<file path="src/rtl/cont_delay_check.sv">
// Checks that a net follows its driver after RISE_DLY / FALL_DLY cycles (4-state, 2-bit encoded).
// Optional pass/fail statistics counters: define CONT_DELAY_CHECK_STATS_EN.
module cont_delay_check #(
  parameter int RISE_DLY = 1,
  parameter int FALL_DLY = 2,
  parameter int CNT_W    = 8
) (
  input  logic             clk,
  input  logic             rst,
  input  logic [1:0]       drv_in,
  input  logic [1:0]       net_out,
  input  logic             chk_en,
  output logic             busy,
  output logic             pass,
  output logic             fail,
  output logic             cancel,
  output logic [1:0]       err_code,
  output logic [CNT_W-1:0] meas_dly,
  output logic [CNT_W-1:0] exp_dly,
  output logic [15:0]      pass_cnt,
  output logic [15:0]      fail_cnt
);

  typedef enum logic {S_IDLE, S_WAIT} state_e;

  localparam logic [1:0] V0 = 2'b00;
  localparam logic [1:0] V1 = 2'b01;
  localparam logic [1:0] VX = 2'b10;
  localparam logic [1:0] VZ = 2'b11;
  localparam int MIN_DLY = (RISE_DLY < FALL_DLY) ? RISE_DLY : FALL_DLY;

  function automatic logic [CNT_W-1:0] dly_for(input logic [1:0] v);
    case (v)
      V1:      return CNT_W'(RISE_DLY);
      V0:      return CNT_W'(FALL_DLY);
      default: return CNT_W'(MIN_DLY);
    endcase
  endfunction

  state_e           state_q, state_d;
  logic [1:0]       drv_q, net_q;
  logic [1:0]       target_q, target_d;
  logic [CNT_W-1:0] expc_q, expc_d;
  logic [CNT_W-1:0] cnt_q, cnt_d;
  logic             pass_q, pass_d, fail_q, fail_d, cancel_q, cancel_d;
  logic [1:0]       err_q, err_d;
  logic [CNT_W-1:0] meas_q, meas_d, expo_q, expo_d;

  logic             drv_chg, result;
  logic [CNT_W-1:0] new_dly, cnt_inc;

  assign drv_chg = (drv_in != drv_q);
  assign new_dly = dly_for(drv_in);
  assign cnt_inc = (&cnt_q) ? cnt_q : cnt_q + 1'b1;

  always_comb begin
    // NOTE: every next-state value gets a default first so no path leaves a latch behind.
    state_d  = state_q;
    target_d = target_q;
    expc_d   = expc_q;
    cnt_d    = cnt_q;
    pass_d   = 1'b0;
    fail_d   = 1'b0;
    cancel_d = 1'b0;
    err_d    = err_q;
    meas_d   = meas_q;
    expo_d   = expo_q;
    result   = 1'b0;

    case (state_q)
      S_IDLE: begin
        if (chk_en && drv_chg) begin
          if (net_out == drv_in) begin
            fail_d = 1'b1;
            err_d  = 2'b01;
            meas_d = '0;
            expo_d = new_dly;
          end else begin
            state_d  = S_WAIT;
            target_d = drv_in;
            expc_d   = new_dly;
            cnt_d    = '0;
          end
        end
      end
      S_WAIT: begin
        // A spurious net transition outranks the timing checks.
        if (net_out != net_q && net_out != target_q) begin
          result = 1'b1;
          fail_d = 1'b1;
          err_d  = 2'b11;
          meas_d = cnt_inc;
        end else if (net_out == target_q) begin
          result = 1'b1;
          meas_d = cnt_inc;
          if (cnt_inc == expc_q) begin
            pass_d = 1'b1;
            err_d  = 2'b00;
          end else begin
            fail_d = 1'b1;
            err_d  = 2'b01;
          end
        end else if (cnt_inc == expc_q) begin
          result = 1'b1;
          fail_d = 1'b1;
          err_d  = 2'b10;
          meas_d = expc_q;
        end

        if (result) begin
          expo_d = expc_q;
          if (chk_en && drv_chg) begin
            target_d = drv_in;
            expc_d   = new_dly;
            cnt_d    = '0;
          end else begin
            state_d = S_IDLE;
          end
        end else if (drv_in != target_q) begin
          cancel_d = 1'b1;
          target_d = drv_in;
          expc_d   = new_dly;
          cnt_d    = '0;
        end else begin
          cnt_d = cnt_inc;
        end
      end
      default: state_d = S_IDLE;
    endcase
  end

  // NOTE: all state uses non-blocking assignments; reset drives history to z/x so the first real value counts as a change.
  always_ff @(posedge clk or posedge rst) begin
    if (rst) begin
      state_q  <= S_IDLE;
      drv_q    <= VZ;
      net_q    <= VX;
      target_q <= V0;
      expc_q   <= '0;
      cnt_q    <= '0;
      pass_q   <= 1'b0;
      fail_q   <= 1'b0;
      cancel_q <= 1'b0;
      err_q    <= 2'b00;
      meas_q   <= '0;
      expo_q   <= '0;
    end else begin
      state_q  <= state_d;
      drv_q    <= drv_in;
      net_q    <= net_out;
      target_q <= target_d;
      expc_q   <= expc_d;
      cnt_q    <= cnt_d;
      pass_q   <= pass_d;
      fail_q   <= fail_d;
      cancel_q <= cancel_d;
      err_q    <= err_d;
      meas_q   <= meas_d;
      expo_q   <= expo_d;
    end
  end

  assign busy     = (state_q == S_WAIT);
  assign pass     = pass_q;
  assign fail     = fail_q;
  assign cancel   = cancel_q;
  assign err_code = err_q;
  assign meas_dly = meas_q;
  assign exp_dly  = expo_q;

`ifdef CONT_DELAY_CHECK_STATS_EN
  logic [15:0] pass_cnt_q, fail_cnt_q;

  always_ff @(posedge clk or posedge rst) begin
    if (rst) begin
      pass_cnt_q <= '0;
      fail_cnt_q <= '0;
    end else begin
      if (pass_d && pass_cnt_q != 16'hFFFF) pass_cnt_q <= pass_cnt_q + 1'b1;
      if (fail_d && fail_cnt_q != 16'hFFFF) fail_cnt_q <= fail_cnt_q + 1'b1;
    end
  end

  assign pass_cnt = pass_cnt_q;
  assign fail_cnt = fail_cnt_q;
`else
  assign pass_cnt = '0;
  assign fail_cnt = '0;
`endif

endmodule

</file>
<file path="config.mk">
export PLATFORM = sky130hd
export DESIGN_NAME = cont_delay_check
export DESIGN_NICKNAME = d
export VERILOG_FILES = /design/src/rtl/cont_delay_check.sv
export SDC_FILE = /design/constraint.sdc
export NUM_CORES = 1
export LEC_CHECK = 0
export BUFFER_PORTS_ARGS = -buffer_cell sky130_fd_sc_hd__buf_2
export CAP_MARGIN = 20
export CORE_MARGIN = 5
export CORE_UTILIZATION = 51
export DETAILED_ROUTE_END_ITERATION = 8
export PLACE_DENSITY = 0.78
export SYNTH_ARGS = -nofsm -noshare
export SYNTH_HDL_FRONTEND = slang
export SYNTH_SLANG_ARGS = --single-unit
</file>
<file path="constraint.sdc">
create_clock -name clk -period 3.5 [get_ports clk]
set_input_delay 0.35 -clock clk [delete_from_list [all_inputs] [get_ports clk]]
set_output_delay 0.35 -clock clk [all_outputs]
set_load 0.1 [all_outputs]
</file>
==> results.json <==
{
  "yosys_most_used_dff": "dfrtp_1",
  "use_met1_pct": 20.05,
  "grt_remaining_overflow": 0,
  "post-cts-setup-buffer-count": 0,
  "clock_skew_ns": 0.005580,
  "die-area_um2": 5324,
  "nNetsFinal": 237,
  "antenna_left": 0,
  "syn2layout_area_growth_pct": 4.827,
  "io_pins": 61,
  "post-dp-hpwl_um": 2876,
  "r2r_slack_ns": 0.26,
  "grt_pass1_vias": 1310,
  "postPlaceCellArea_um2": 2027,
  "syn_inst": 203,
  "grt.busiest_layer": "met2",
  "reg2reg_from": "cnt_q[0]",
  "antenna_found_initial": 0,
  "dieHeight_um": 72.97,
  "leakagePower_nw": 1.072,
  "clk_pin_slew_worst_paths_ns": 0.07,
  "grt_pass1_wl_um": 6175,
  "wl_per_cell_um": 13.69,
  "arrival_ns": 3.42,
  "instances_no_fill": 276,
  "htreeDepth": 2,
  "grt_usage_pct": 15.35,
  "finalHoldViolCount": 0,
  "cp_max_fo": 11,
  "routed_wl_um": 3779,
  "drive_gt1_share_pct": 21.05,
  "min-delay-path-class": "in -> async",
  "end_kind": "register",
  "dpl_worst_slack_ns": 0.2867,
  "placeableCoreArea_um2": 3744,
  "grt_use_met2_pct": 22.24,
  "grt_max_degree": 33,
  "hold_buffers": 0,
  "dpl.cell_count": 268,
  "viasPerCell": 5.159,
  "ys.warnings.count": 0,
  "setup_slack_ns": 0.2603,
  "cts_resized": 0,
  "worst_ep_required_time_ns": 3.68,
  "dieWidth_um": 72.97,
  "status": "finished clean",
  "routabilityCongestion": 0.8917,
  "synth-edff-count": 0,
  "timing.rr.end": "expc_q[0]",
  "report.final.slew_viol_count": 0,
  "finalSetupTns_ns": 0,
  "final_cell_area_um2": 2120,
  "cts_tree": "done",
  "r2r_cells": 12,
  "period_minus_slack_ns": 3.240,
  "cp-start-kind": "register",
  "ys_types": 49,
  "numCtsBuffers": 5,
  "drtPass1Iterations": 7,
  "root_buffer": "clkbuf_8",
  "clk_latency_ns": 0.29,
  "ys_seq_area_share_pct": 39.79,
  "setup_viol": 0,
  "synth-seq-cells": 32,
  "relSlewSlack_pct": 56.20,
  "antenna_cells": 0,
  "worst-slew-pin-transition_ns": 0.6570,
  "fmax_mhz": 308.7,
  "cts_sinks": 32,
  "clock_path_buffers": 2,
  "timing.final.crit_share_pct": 92.56,
  "power_mw": 1.751,
  "num_vias": 1424,
  "synth_area_per_cell_um2": 9.960,
  "path_class": "reg -> reg",
  "power_density_nw_per_um2": 825.9,
  "portBuffers": 22,
  "rsz0062_at_grt": "false",
  "drt_iter0_drc": 64,
  "synthArstFlopShare_pct": 100.0,
  "rows": 22,
  "netlist_area_um2": 2022,
  "start_util_pct": 54.01,
  "ir_worst_vdd_mv": 0.3902,
  "grt_use_met3_pct": 3.857,
  "drc": 0,
  "cap_violations": 0
}
[critical path, stage by stage (launching register included)]
cell and delay, ns:
dfrtp_1 0.47, ha_1 0.30, xnor2_1 0.21, o221ai_1 0.16, a211o_1 0.29, a2111o_1 0.38, or2_1 0.24, ha_1 0.23
nand2_1 0.15, nor4_1 0.07, buf_4 0.18, nor2_1 0.11, mux2_1 0.32
[placed cells by master (no fill, tap or decap), drive strengths merged, types with 4 or more instances in the layout]
cell    Yosys  layout
a22o        9       9
a21oi       5       5
nor2       10      10
inv         9       9
nand3       5       5
mux2i       4       4
dfrtp      29      29
or2         4       4
and3        4       4
conb        1      38
nand2      13      13
o21ai       7       7
a21o        4       4
buf        43      25
xor2        6       6
clkbuf      2       6
xnor2       7       7
[power by group]
group | leakage [nW] | internal [mW] | switching, mW
Combinational | 0.611 | 0.199 | 0.748
Clock | 0.0510 | 0.157 | 0.138
Sequential | 0.410 | 0.442 | 0.0671
[area by class of cell]
class | count | area (um^2)
tap | 48 | 60.06
clock buffer | 6 | 82.58
fill | 342 | 1624
sequential | 32 | 804.5
clock inverter | 2 | 10.01
multi-input combinational | 154 | 996.0
inverter | 9 | 33.78
timing repair buffer | 25 | 132.6
[synthesized netlist by cell type, types with 3 or more instances]
library cell,count,area [um^2]
ha_1,3,37.54
mux2_1,3,33.78
and3_1,4,25.02
o21ai_0,4,20.02
xnor2_1,7,61.31
nor2_1,9,33.78
buf_2,3,15.01
nand2_1,13,48.80
or2_2,3,18.77
xor2_1,6,52.55
inv_1,8,30.03
buf_4,39,292.8
mux2i_1,4,40.04
dfrtp_1,29,725.7
nand4_1,3,18.77
o21ai_1,3,15.01
nand3_1,4,20.02
a21o_1,4,30.03
dfstp_2,3,78.83
a21oi_1,5,25.02
a22o_1,9,78.83
[state kept, by name (all words and copies together), names as in the netlist]
register / cells
err_code: 2
fail: 1
cnt_q: 8
expc_q: 2
target_q: 2
exp_dly: 2
drv_q: 2
meas_dly: 8
net_q: 2
cancel: 1
busy: 1
pass: 1
[worst max-delay path by stage]
stage / start / endpoint / slack (ns) / cells after the start
floorplan: cnt_q[1] / target_q[0] / 0.55 / 11
global placement: cnt_q[0] / expc_q[0] / 0.43 / 12
detailed placement: cnt_q[0] / expc_q[0] / 0.29 / 12
CTS: cnt_q[0] / expc_q[0] / 0.27 / 12
global route: cnt_q[0] / err_code[0] / 0.06 / 11
finish: cnt_q[0] / expc_q[0] / 0.26 / 12
[layer usage]
layer | vias to the layer above | part of all wire (%)
met4 | 0 | 3.0
li1 | 690 | -
met2 | 67 | 46
met5 | - | 0
met3 | 10 | 9.8
met1 | 657 | 41
[metrics by stage]
step           hold slack [ns]  util, %
3_5_place_dp            0.4696    54.14
5_1_grt                 0.1842    56.62
2_1_floorplan           0.3545        -
3_3_place_gp            0.4453    54.14
6_report                0.1394    56.62
4_1_cts                 0.1553    56.62
[cells by family after synthesis]
logic type,synth area share (%)
flops,39.79
simple gates,12.31
xor+xnor,5.631
buf+inv,17.82
compound gates,18.75
other cells,0.1855
fa+ha+maj,1.857
mux,3.651
Power figures use the tool's default switching activity.
